<file path="config.mk">
export PLATFORM = sky130hd
export DESIGN_NAME = pipeline_flow_ctrl
export DESIGN_NICKNAME = d
export VERILOG_FILES = /design/src/rtl/pipeline_flow_ctrl.sv
export SDC_FILE = /design/constraint.sdc
export NUM_CORES = 1
export LEC_CHECK = 0
export CAP_MARGIN = 20
export CORE_MARGIN = 5
export CORE_UTILIZATION = 46
export CTS_CLUSTER_DIAMETER = 100
export DETAILED_ROUTE_END_ITERATION = 10
export GPL_TIMING_DRIVEN = 0
export PLACE_DENSITY_LB_ADDON = 0.1
export REMOVE_ABC_BUFFERS = 1
export SLEW_MARGIN = 0
export SYNTH_ARGS = -nofsm -noshare
export SYNTH_HDL_FRONTEND = slang
export SYNTH_SLANG_ARGS = --single-unit
export TNS_END_PERCENT = 5
</file>
<file path="constraint.sdc">
create_clock -name clk -period 2.5 [get_ports clk]
set_input_delay 0.5 -clock clk [delete_from_list [all_inputs] [get_ports clk]]
set_output_delay 0.5 -clock clk [all_outputs]
set_load 0.02 [all_outputs]
</file>
<file path="src/rtl/pipeline_flow_ctrl.sv">
// Pipeline hazard/flow controller: stage enables and flushes from the current state and inputs.
// Debug halt drains EX/MEM/WB before HALTED; step issues one instruction then re-drains.
module pipeline_flow_ctrl #(
    parameter int DRAIN_CYCLES = 3,
    parameter int CNT_W        = 16
) (
    input  logic             clk,
    input  logic             rst_n,
    input  logic [4:0]       id_rs1_i,
    input  logic [4:0]       id_rs2_i,
    input  logic             id_uses_rs1_i,
    input  logic             id_uses_rs2_i,
    input  logic [4:0]       ex_rd_i,
    input  logic             ex_mem_read_i,
    input  logic             ex_branch_taken_i,
    input  logic             ex_busy_i,
    input  logic             dbg_halt_req_i,
    input  logic             dbg_resume_req_i,
    input  logic             dbg_step_req_i,
    output logic             pc_we_o,
    output logic             if_id_we_o,
    output logic             if_id_flush_o,
    output logic             id_ex_we_o,
    output logic             id_ex_flush_o,
    output logic             ex_mem_we_o,
    output logic             ex_mem_flush_o,
    output logic             mem_wb_we_o,
    output logic             mem_wb_flush_o,
    output logic             halted_o,
    output logic [CNT_W-1:0] stall_cnt_o,
    output logic [CNT_W-1:0] flush_cnt_o
);

    localparam logic [1:0] ST_RUN    = 2'd0;
    localparam logic [1:0] ST_DRAIN  = 2'd1;
    localparam logic [1:0] ST_HALTED = 2'd2;
    localparam logic [1:0] ST_STEP   = 2'd3;

    // Extra headroom keeps the width non-zero even for DRAIN_CYCLES = 0.
    localparam int DW = $clog2(DRAIN_CYCLES + 2);
    localparam logic [DW-1:0] DRAIN_LOAD = DW'(DRAIN_CYCLES);

    logic [1:0]    state, state_nxt;
    logic [DW-1:0] drain_cnt, drain_cnt_nxt;
    logic          load_use;
    logic          stall_evt;

    assign load_use = ex_mem_read_i && (ex_rd_i != 5'd0) &&
                      ((id_uses_rs1_i && (id_rs1_i == ex_rd_i)) ||
                       (id_uses_rs2_i && (id_rs2_i == ex_rd_i)));

    always_comb begin
        pc_we_o        = 1'b1;
        if_id_we_o     = 1'b1;
        if_id_flush_o  = 1'b0;
        id_ex_we_o     = 1'b1;
        id_ex_flush_o  = 1'b0;
        ex_mem_we_o    = 1'b1;
        ex_mem_flush_o = 1'b0;
        mem_wb_we_o    = 1'b1;
        mem_wb_flush_o = 1'b0;
        halted_o       = 1'b0;
        unique case (state)
            ST_RUN: begin
                if (ex_busy_i) begin
                    pc_we_o        = 1'b0;
                    if_id_we_o     = 1'b0;
                    id_ex_we_o     = 1'b0;
                    ex_mem_we_o    = 1'b0;
                    ex_mem_flush_o = 1'b1;
                end else if (ex_branch_taken_i) begin
                    if_id_flush_o  = 1'b1;
                    id_ex_flush_o  = 1'b1;
                end else if (load_use) begin
                    pc_we_o        = 1'b0;
                    if_id_we_o     = 1'b0;
                    id_ex_flush_o  = 1'b1;
                end
            end
            ST_DRAIN: begin
                // ID keeps its instruction so it is the first one issued on resume.
                if_id_we_o = 1'b0;
                if (ex_busy_i) begin
                    pc_we_o        = 1'b0;
                    id_ex_we_o     = 1'b0;
                    ex_mem_we_o    = 1'b0;
                    ex_mem_flush_o = 1'b1;
                end else begin
                    pc_we_o        = ex_branch_taken_i;
                    if_id_flush_o  = ex_branch_taken_i;
                    id_ex_flush_o  = 1'b1;
                end
            end
            ST_HALTED: begin
                pc_we_o     = 1'b0;
                if_id_we_o  = 1'b0;
                id_ex_we_o  = 1'b0;
                ex_mem_we_o = 1'b0;
                mem_wb_we_o = 1'b0;
                halted_o    = 1'b1;
            end
            default: ;
        endcase
    end

    always_comb begin
        state_nxt     = state;
        drain_cnt_nxt = drain_cnt;
        unique case (state)
            ST_RUN: begin
                if (dbg_halt_req_i) begin
                    state_nxt     = ST_DRAIN;
                    drain_cnt_nxt = DRAIN_LOAD;
                end
            end
            ST_DRAIN: begin
                if (!ex_busy_i) begin
                    if (drain_cnt <= DW'(1)) begin
                        state_nxt     = ST_HALTED;
                        drain_cnt_nxt = '0;
                    end else begin
                        drain_cnt_nxt = drain_cnt - DW'(1);
                    end
                end
            end
            ST_HALTED: begin
                if (dbg_resume_req_i)
                    state_nxt = ST_RUN;
                else if (dbg_step_req_i)
                    state_nxt = ST_STEP;
            end
            default: begin
                state_nxt     = ST_DRAIN;
                drain_cnt_nxt = DRAIN_LOAD;
            end
        endcase
    end

    // A load-use that loses to a redirect is not a stall.
    assign stall_evt = (state == ST_RUN) &&
                       (ex_busy_i || (!ex_branch_taken_i && load_use));

    always_ff @(posedge clk or negedge rst_n) begin
        if (!rst_n) begin
            state       <= ST_RUN;
            drain_cnt   <= '0;
            stall_cnt_o <= '0;
            flush_cnt_o <= '0;
        end else begin
            state     <= state_nxt;
            drain_cnt <= drain_cnt_nxt;
            if (stall_evt && (stall_cnt_o != '1))
                stall_cnt_o <= stall_cnt_o + CNT_W'(1);
            if (if_id_flush_o && (flush_cnt_o != '1))
                flush_cnt_o <= flush_cnt_o + CNT_W'(1);
        end
    end

endmodule

</file>
==> run_results.csv <==
group,metric,value,unit
cells_and_area,final_cell_area,2880,sq um
cells_and_area,area_growth,38.4,%
run_status,status,"completed",
timing,fmax,404,MHz
timing,timing.final.hold_violations,0,
global_route,grt_use_total,0.162,
setup_path,rrSetupSlack,0.28,ns
global_route,grt_pass1_wl,7970,um
synthesis,synthCells,199,
clock_tree,clk_latency,0.29,ns
floorplanning,io_pins,67,
clock_tree,holdBufCountCts,0,
cells_and_area,mostFrequentLayoutCell,"clkdlybuf4s50_1",
pwr,p_sw,877,uW
clock_tree,cts-root-buf,"clkbuf_8",
setup_path,cpMostUsedCell,"nand2_2",
global_route,met1_usage,0.222,
setup_path,rr_startpoint,"stall_cnt_o[0]",
routing,wirelength,4470,um
global_route,antenna_found_initial,0,
setup_path,cp-start-kind,"primary input",
routing,drc,0,
timing,grt_setup_unrepaired,"true",
routing,antenna_left,0,
clock_tree,cts_tree,"done",
synthesis,synth_seq_area_share,0.444,
synthesis,syn_area,2080,sq um
synthesis,yosysTopAreaCell,"dfrtp_1",
pwr,intPower,1460,uW
floorplanning,rows,24,
timing,setup_viol,0,
timing,hold_ws,0.290,ns
cells_and_area,drive_gt1_frac,0.157,
setup_path,r2r_end,"stall_cnt_o[1]",
timing,max_slew_margin,0.466,
setup_path,cp_cell_sequence,"clkdlybuf4s50_1 -> xnor2_1 -> nand4_1 -> o22ai_2 -> nand2_2 -> nand2_2 -> a21oi_2 -> or2_4 -> buf_6",
pwr,p_comb_frac,0.443,
timing,fin_crit,2.48,ns
routing,dr_total_vias,1653,
floorplanning,start_util,0.475,
worst_hold_path,hold_class,"primary input to async pin",
setup_path,critPathCaptureType,"output port",
clock_tree,path_clk_slew,0.07,ns
setup_path,max_stage_delay,0.47,ns
placement,gp_congestion,0.774,
routing,vias_per_cell,5.18,
cells_and_area,final_core_util,0.658,
clock_tree,h-tree-depth,2,
routing,drt_iter0_drc,55,
placement,dp_hpwl,3310,um
global_route,grt_max_degree,38,
cells_and_area,finalNetCount,299,
floorplanning,coreArea,4380,sq um
timing,max_slew.worst_pin.slew,0.800,ns
cells_and_area,n_antenna_cell,0,
global_route,use_met2,0.233,
clock_tree,cts_num_sinks,37,
placement,numPortBuffers,65,
routing,first_pass_iters,4,
floorplanning,fp.dieW,77.3,um
setup_path,crit_type,"primary input to output port",
setup_path,path_max_fanout,3,
setup_path,worstPathRequired,2.00,ns
pwr,p_sw_frac,0.375,
synthesis,yosysUniqueCellTypes,40,
timing,fin_skew,0.00217,ns
synthesis,postSynthAreaPerCell,10.5,sq um
global_route,grt_pass1_vias,1702,
setup_path,r2r_cells,7,
synthesis,netlist_top_cells_area,"dfrtp_1 (44%), xnor2_1 (15%), ha_1 (4.8%)",
pwr,power.share.clock,0.196,
floorplanning,dieArea,5980,sq um
global_route,use_met3,0.0550,
clock_tree,clockBufferDepth,2,
pwr,power_frac_seq,0.361,
timing,timing.final.crit_share,0.990,
flow_run,max_cap_violations,0,
cells_and_area,final_cell_mix,"clkdlybuf4s50_1 (48), dfrtp_1 (37), xnor2_1 (35), nand2_1 (13)",
pwr,powerDensity,812,nW/um^2
floorplanning,die_y,77.3,um
setup_path,worstPathArrival,1.98,ns
timing,slew_violations,0,
synthesis,synth_warnings,0,
pwr,peakVddDrop,0.512,mV
synthesis,synthDominantCellAreaShare,0.444,
setup_path,crit_slowest_cell,"clkdlybuf4s50_1",
global_route,grt.busiest_layer,"met2",
pwr,p_total,2340,uW
clock_tree,numCtsBuffers,5,
pwr,power_leakage,0.00126,uW
routing,wl_per_cell,14.0,um
placement,placed_area,2760,sq um
global_route,overflow,0,
synthesis,yosys_register_bits,37,
## worst max-delay path, delay by kind of cell
kind / cells / cell delay (ns)
and+or+nand+nor: 4 / 0.55
xor gates and xnor gates: 1 / 0.12
AOI/OAI and AO/OA: 2 / 0.22
buffers and inverters: 2 / 0.60
## kinds of logic (layout without fill, tap and decap cells)
family | count (synthesis) | count (layout) | synth area share
AO/OA/AOI/OAI | 22 | 22 | 0.0792
adder cells (fa/ha/maj) | 8 | 8 | 0.0480
AND/OR/NAND/NOR | 74 | 74 | 0.202
other | 1 | 1 | 0.00180
multiplexers | 7 | 7 | 0.0360
flip-flops | 37 | 37 | 0.444
XOR/XNOR | 38 | 38 | 0.160
buffers and inverters | 12 | 80 | 0.0294
## worst max-delay path by stage
stage / from / end / slack, ns
3_5_place_dp: ex_rd_i[1] / pc_we_o / -0.74
4_1_cts: id_rs2_i[1] / pc_we_o / -0.1
6_report: id_rs1_i[0] / pc_we_o / 0.02
3_3_place_gp: ex_rd_i[1] / pc_we_o / -0.74
5_1_grt: id_rs1_i[0] / pc_we_o / -0.05
2_1_floorplan: ex_rd_i[1] / if_id_we_o / 0.35
## synthesized netlist by cell type (all sizes together)
cell / count
dfrtp: 37
xnor2: 35
nand2: 17
nand3: 16
nand4: 11
a21oi: 8
and3: 8
ha: 8
nor2: 8
inv: 6
buf: 4
mux2: 4
o21ai: 4
and2: 3
mux2i: 3
nand2b: 3
xor2: 3
a32o: 2
clkbuf: 2
nor3: 2
o21a: 2
o22ai: 2
or2: 2
a21boi: 1
and2b: 1
and4: 1
conb: 1
nor2b: 1
o21bai: 1
o22a: 1
o311a: 1
or4: 1
## power by group through the flow
stage	Sequential (uW)	Combinational [uW]	Clock, uW
final	845	1040	458
after global routing	866	1140	499
after CTS	845	1020	477
after detailed placement	855	1030	0
after global placement	851	1030	0
after floorplan	923	547	0
## layout make-up
| cell class | count | area, sq um |
|---|---|---|
| clock buffers | 7 | 96.3 |
| clock inverters | 1 | 5.00 |
| fillers | 379 | 1500 |
| inverters | 6 | 22.5 |
| multi-input cells | 150 | 1120 |
| flip-flops and latches | 37 | 926 |
| well taps | 52 | 65.1 |
| repair buffers | 66 | 647 |
## state kept, by name, summed over array words and instances (netlist names)
register,count
flush_cnt_o,16
stall_cnt_o,16
drain_cnt,3
state,2
## timing repair
action,in CTS,in global routing
endpoints found under the hold margin,0,0
endpoints found under the setup margin,4,7
buffers inserted,0,1
pin swaps,1,13
gates resized for setup,21,22
## metrics by stage
stage | worst slack (ns) | TNS (ns) | instances
3_5_place_dp | -0.741 | -4.56 | 310
2_1_floorplan | 0.349 | 0 | 193
4_1_cts | -0.0965 | -0.126 | 318
6_report | 0.0243 | 0 | 319
3_3_place_gp | -0.742 | -5.16 | 310
5_1_grt | -0.0492 | -0.0492 | 319
## metal layers
metal / wire length (um) / vias to the layer above
li1: - / 818
met4: 78 / 0
met1: 2160 / 778
met2: 1930 / 51
met3: 301 / 6
met5: 0 / -
No activity file was read; power rests on OpenSTA's default activity.
